$ cat src/rtl/mc_control.sv
// Multi-cycle control FSM for the RV32I core: sequences fetch/decode/execute/memory/writeback,
// runs the instruction/data memory handshakes, counts retired instructions and traps on faults.
module mc_control #(
  parameter int unsigned MEM_TIMEOUT = 16,
  parameter int unsigned RET_CNT_W   = 32
) (
  input  logic                 i_clk,
  input  logic                 i_rst_n,
  input  logic [6:0]           i_opcode,
  input  logic [2:0]           i_funct3,
  input  logic [5:0]           i_format,
  input  logic                 i_branch_taken,
  input  logic                 i_imem_ready,
  input  logic                 i_dmem_ready,
  output logic                 o_imem_req,
  output logic                 o_ir_write,
  output logic                 o_dmem_req,
  output logic                 o_mem_write,
  output logic                 o_reg_write,
  output logic [1:0]           o_reg_write_src,
  output logic [2:0]           o_alu_op,
  output logic                 o_alu_src,
  output logic [2:0]           o_branch_op,
  output logic                 o_pc_write,
  output logic                 o_pc_src,
  output logic                 o_trap,
  output logic [1:0]           o_trap_cause,
  output logic [RET_CNT_W-1:0] o_instret
);

  localparam int unsigned     TO_W    = (MEM_TIMEOUT < 2) ? 1 : $clog2(MEM_TIMEOUT + 1);
  localparam logic [TO_W-1:0] TO_LAST = TO_W'((MEM_TIMEOUT == 0) ? 0 : MEM_TIMEOUT - 1);

  localparam logic [6:0] OP_LOAD    = 7'b0000011;
  localparam logic [6:0] OP_JALR    = 7'b1100111;
  localparam logic [1:0] CAUSE_FMT  = 2'b01;
  localparam logic [1:0] CAUSE_IMEM = 2'b10;
  localparam logic [1:0] CAUSE_DMEM = 2'b11;
  localparam logic [1:0] SRC_MEM    = 2'b00;
  localparam logic [1:0] SRC_PC4    = 2'b01;
  localparam logic [1:0] SRC_ALU    = 2'b10;

  typedef enum logic [2:0] {
    S_IDLE, S_FETCH, S_DECODE, S_EXEC, S_MEM, S_WB, S_TRAP
  } state_e;

  state_e               state_q, state_d;
  logic [6:0]           opcode_q;
  logic [2:0]           funct3_q;
  logic [5:0]           format_q;
  logic [TO_W-1:0]      to_cnt_q, to_cnt_d;
  logic [1:0]           cause_q, cause_d;
  logic [RET_CNT_W-1:0] instret_q, instret_d;

  logic fmt_r, fmt_i, fmt_s, fmt_b, fmt_j;
  logic is_load, is_link, fmt_onehot, wait_expired;

  assign fmt_r   = format_q[0];
  assign fmt_i   = format_q[1];
  assign fmt_s   = format_q[2];
  assign fmt_b   = format_q[3];
  assign fmt_j   = format_q[5];
  assign is_load = (opcode_q == OP_LOAD);
  assign is_link = fmt_j | (opcode_q == OP_JALR);

  // Format is checked on the live decode input, the same cycle it is captured.
  assign fmt_onehot   = (i_format != '0) && ((i_format & (i_format - 6'd1)) == '0);
  assign wait_expired = (MEM_TIMEOUT != 0) && (to_cnt_q == TO_LAST);

  assign o_trap       = (state_q == S_TRAP);
  assign o_trap_cause = cause_q;
  assign o_instret    = instret_q;

  // NOTE: sequential state uses non-blocking assignments so every register samples pre-edge values.
  always_ff @(posedge i_clk or negedge i_rst_n) begin
    if (!i_rst_n) begin
      state_q   <= S_IDLE;
      opcode_q  <= '0;
      funct3_q  <= '0;
      format_q  <= '0;
      to_cnt_q  <= '0;
      cause_q   <= '0;
      instret_q <= '0;
    end else begin
      state_q   <= state_d;
      to_cnt_q  <= to_cnt_d;
      cause_q   <= cause_d;
      instret_q <= instret_d;
      if (state_q == S_DECODE) begin
        opcode_q <= i_opcode;
        funct3_q <= i_funct3;
        format_q <= i_format;
      end
    end
  end

  // NOTE: every value driven here gets a default first, so no path can infer a latch.
  always_comb begin
    state_d         = state_q;
    to_cnt_d        = '0;
    cause_d         = cause_q;
    instret_d       = instret_q;
    o_imem_req      = 1'b0;
    o_ir_write      = 1'b0;
    o_dmem_req      = 1'b0;
    o_mem_write     = 1'b0;
    o_reg_write     = 1'b0;
    o_reg_write_src = SRC_MEM;
    o_alu_op        = '0;
    o_alu_src       = 1'b0;
    o_branch_op     = '0;
    o_pc_write      = 1'b0;
    o_pc_src        = 1'b0;

    case (state_q)
      S_IDLE: state_d = S_FETCH;

      S_FETCH: begin
        o_imem_req = 1'b1;
        if (i_imem_ready) begin
          o_ir_write = 1'b1;
          state_d    = S_DECODE;
        end else if (wait_expired) begin
          state_d = S_TRAP;
          cause_d = CAUSE_IMEM;
        end else begin
          to_cnt_d = to_cnt_q + TO_W'(1);
        end
      end

      S_DECODE: begin
        if (fmt_onehot) begin
          state_d = S_EXEC;
        end else begin
          state_d = S_TRAP;
          cause_d = CAUSE_FMT;
        end
      end

      S_EXEC: begin
        o_alu_op    = (fmt_r | fmt_i) ? funct3_q : 3'b000;
        o_alu_src   = ~(fmt_r | fmt_b);
        o_branch_op = fmt_b ? funct3_q : 3'b000;
        if (fmt_b) begin
          o_pc_write = 1'b1;
          o_pc_src   = i_branch_taken;
          instret_d  = instret_q + RET_CNT_W'(1);
          state_d    = S_FETCH;
        end else if (is_load | fmt_s) begin
          state_d = S_MEM;
        end else begin
          state_d = S_WB;
        end
      end

      S_MEM: begin
        o_dmem_req  = 1'b1;
        o_mem_write = fmt_s;
        if (i_dmem_ready) begin
          if (fmt_s) begin
            o_pc_write = 1'b1;
            instret_d  = instret_q + RET_CNT_W'(1);
            state_d    = S_FETCH;
          end else begin
            state_d = S_WB;
          end
        end else if (wait_expired) begin
          state_d = S_TRAP;
          cause_d = CAUSE_DMEM;
        end else begin
          to_cnt_d = to_cnt_q + TO_W'(1);
        end
      end

      S_WB: begin
        o_reg_write     = 1'b1;
        o_reg_write_src = is_link ? SRC_PC4 : (is_load ? SRC_MEM : SRC_ALU);
        o_pc_write      = 1'b1;
        o_pc_src        = is_link;
        instret_d       = instret_q + RET_CNT_W'(1);
        state_d         = S_FETCH;
      end

      S_TRAP: state_d = S_TRAP;

      default: state_d = S_IDLE;
    endcase
  end

endmodule

$ cat config.mk
export PLATFORM = sky130hd
export DESIGN_NAME = mc_control
export DESIGN_NICKNAME = d
export VERILOG_FILES = /design/src/rtl/mc_control.sv
export SDC_FILE = /design/constraint.sdc
export NUM_CORES = 1
export LEC_CHECK = 0
export BUFFER_PORTS_ARGS = -buffer_cell sky130_fd_sc_hd__buf_2
export CAP_MARGIN = 25
export CORE_ASPECT_RATIO = 1.75
export CORE_UTILIZATION = 55
export DETAILED_ROUTE_END_ITERATION = 12
export PLACE_DENSITY = 0.84
export SLEW_MARGIN = 20
export SYNTH_ARGS = -nofsm -noshare
export SYNTH_HDL_FRONTEND = slang
export SYNTH_SLANG_ARGS = --single-unit
export TNS_END_PERCENT = 10
$ cat constraint.sdc
create_clock -name i_clk -period 3.1 [get_ports i_clk]
set_input_delay 0.155 -clock i_clk [delete_from_list [all_inputs] [get_ports i_clk]]
set_output_delay 0.155 -clock i_clk [all_outputs]
set_load 0.01 [all_outputs]
==> results.cfg <==
[worst_hold_path]
hp-class = in -> reg

[route]
drc = 0
drt-pass1-iter-count = 4
wl_per_cell_um = 15.6
routed_wirelength_um = 5840
ant_nets = 0
viasPerCell = 5.82
first_iter_violations = 50
via_count = 2175

[clock_network]
numCtsBuffers = 9
clk_path_buf_depth = 2
post_cts_resized = 0
cts_tree = yes
ctsHtreeMaxLevel = 3
clkTransAtPathRegs_ns = 0.06
post_cts_buffers = 0
cts_hold_buf = 1
cts_root_buffer = clkbuf_8
cts_sinks = 57
clk_latency_ns = 0.32

[floorplanning]
die_width_um = 55.2
io_pins = 72
dieArea_mm2 = 0.00524
die_y_um = 95.1
start_util = 0.578
num_rows = 33
coreArea_mm2 = 0.00471

[synth]
synthFlopType = dfrtp_1
synth-compound-area-share = 0.0648
synth-simple-area-share = 0.210
syn-instance-count = 239
synthAdderAreaFrac = 0.00920
synth_edf_count = 0
syn_nets = 262
muxShareOfSynthArea = 0.0621
synth_seq_cells = 57
synth_xor_area_frac = 0.109
syn_area_mm2 = 0.00272
synthTopCellsByArea = dfrtp_1 (52%), xnor2_1 (8.7%), mux2_2 (6.2%), nand3_1 (2.8%), nand2_1 (2.3%)
async_flop_share = 1.00
synth_top_family_by_area = simple AND/OR/NAND/NOR gates
synth_warnings = 0
ys_types = 43
avgSynthCellArea_um2 = 11.4
synth-seq-area-share = 0.524
yosys-top-cells-count = dfrtp_1 (57), xnor2_1 (27), nand2_1 (17), mux2_2 (15), nand3_1 (15)
synth_top_area_cell = dfrtp_1
yosysMostFrequentCell = dfrtp_1
synth_top_area_frac = 0.524

[timing]
slew_headroom = 0.600
finalCritPeriodShare = 0.661
setup_ws_ns = 1.05
rsz0062_at_grt = false
final_hold_viol_count = 0
fmax_ghz = 0.488
fin_skew_ns = 0.00681
tightest_slew_ns = 0.600
slew_violations = 0
finalSetupViolCount = 0
tns_ns = 0
fin_crit_ns = 2.05

[power]
ir_drop_uv = 484
power_density_mw_per_mm2 = 724
p_leak_nw = 1.67

[layout]
area_growth_pct = 22.0
antennaDiodeCount = 0
drive_above_1_share = 0.354
fill_cells = 349
fin_nets = 341
postLayoutCoreUtil = 0.705

[global_routing]
antenna_found_initial = 0
grt_use_total = 0.247
grt_max_degree = 32
grt_pass1_vias = 2007
overflow = 0
grt_pass1_wl_um = 9020

[critical_path]
critPathLaunchType = flop
critical_path_required_ns = 3.30
worstSetupPathType = reg -> reg
cp-end-kind = flop
cp_data_arrival_time_ns = 2.25
cp_max_fo = 10
r2r_slack_ns = 1.05

[outcome]
status = finished clean

[job]
maxCapViolCount = 0

[placement]
portBuffers = 71
pre_cts_ws_ns = 1.08
dp_hpwl_um = 4360
finalWeightedCongestion = 0.822
[state kept, by name, summed over array words and instances (netlist names)]
name          count
format_q          5
state_q           3
o_trap_cause      2
to_cnt_q          5
o_instret        32
opcode_q          7
funct3_q          3
[kinds of logic after synthesis]
kind of cell / after synthesis
flip-flops: 57
AO/OA/AOI/OAI: 23
buffers and inverters: 10
AND/OR/NAND/NOR: 98
adder cells (fa/ha/maj): 2
XOR/XNOR: 34
multiplexers: 15
[final cells by class]
| type | count | area, µm² | share of cell area |
|---|---|---|---|
| clock inverter | 3 | 40.0 | 0.0121 |
| inverter | 4 | 15.0 | 0.00452 |
| tap | 52 | 65.1 | 0.0196 |
| timing repair buffer | 74 | 380 | 0.115 |
| clock buffer | 12 | 155 | 0.0467 |
| sequential | 57 | 1430 | 0.430 |
| multi-input combinational | 172 | 1240 | 0.373 |
[through the flow]
step	instance area [µm²]	power [mW]	hold slack [ns]	instances
after floorplan	2720	1.53	-0.141	239
after global placement	3120	1.71	0.182	358
after detailed placement	3120	1.74	0.198	358
after CTS	3320	2.43	0.0402	374
after global routing	3320	2.55	0.0581	374
final	3320	2.40	0.0706	374
[report_power, final]
| part | switching, mW | internal (mW) |
|---|---|---|
| clock network | 0.270 | 0.408 |
| logic | 0.329 | 0.317 |
| registers | 0.168 | 0.912 |
[routing by layer]
metal,vias to the layer above,wire length (µm),share of wire,track usage
met5,-,0,0,0
met4,0,102,0.017,0.138
met3,10,243,0.042,0.0606
met2,76,3210,0.55,0.402
met1,1077,2290,0.39,0.287
li1,1012,-,-,-
[cells in the final DEF (no fill, tap or decap), types with 2 or more instances in the layout]
| master | netlist | layout |
|---|---|---|
| nor2b_1 | 2 | 2 |
| and3_1 | 8 | 8 |
| buf_2 | 2 | 71 |
| o21ai_0 | 6 | 6 |
| clkbuf_8 | 0 | 11 |
| nor4_4 | 2 | 2 |
| nand2_1 | 17 | 17 |
| or2_2 | 2 | 2 |
| inv_1 | 4 | 4 |
| nor4b_1 | 2 | 2 |
| nor3_1 | 8 | 8 |
| and4_1 | 3 | 3 |
| and2_1 | 5 | 5 |
| nor3b_1 | 2 | 2 |
| o21a_1 | 2 | 2 |
| a211oi_1 | 2 | 2 |
| mux2_2 | 15 | 15 |
| a21oi_1 | 2 | 2 |
| buf_4 | 2 | 2 |
| nand3_1 | 15 | 15 |
| nor2_1 | 13 | 13 |
| nand2b_1 | 2 | 2 |
| dfrtp_1 | 57 | 57 |
| clkinv_2 | 0 | 2 |
| a31o_2 | 2 | 2 |
| xor2_1 | 7 | 7 |
| xnor2_1 | 27 | 27 |
| a221oi_1 | 3 | 3 |
| and3_2 | 2 | 2 |
| nand4_1 | 9 | 9 |
| ha_1 | 2 | 2 |
[final timing paths]
path | to | from | cells past startpoint
max in group asynchronous | o_instret[1]$_DFFE_PN0P_ | i_rst_n | 3
min | funct3_q[2]$_DFFE_PN0P_ | i_funct3[2] | 2
min reg2reg | o_instret[31]$_DFFE_PN0P_ | o_instret[31]$_DFFE_PN0P_ | 1
max | o_instret[27]$_DFFE_PN0P_ | state_q[2]$_DFF_PN0_ | 5
min in group asynchronous | to_cnt_q[2]$_DFF_PN0_ | i_rst_n | 2
max reg2reg | o_instret[27]$_DFFE_PN0P_ | state_q[2]$_DFF_PN0_ | 5
[worst max-delay path, cell delays in order (launching register included)]
cell and delay [ns]:
dfrtp_1 0.47, and3b_2 0.35, a2bb2oi_4 0.13, nor4_4 0.59, nand4_1 0.22, xnor2_1 0.17
Power figures use the tool's default switching activity.
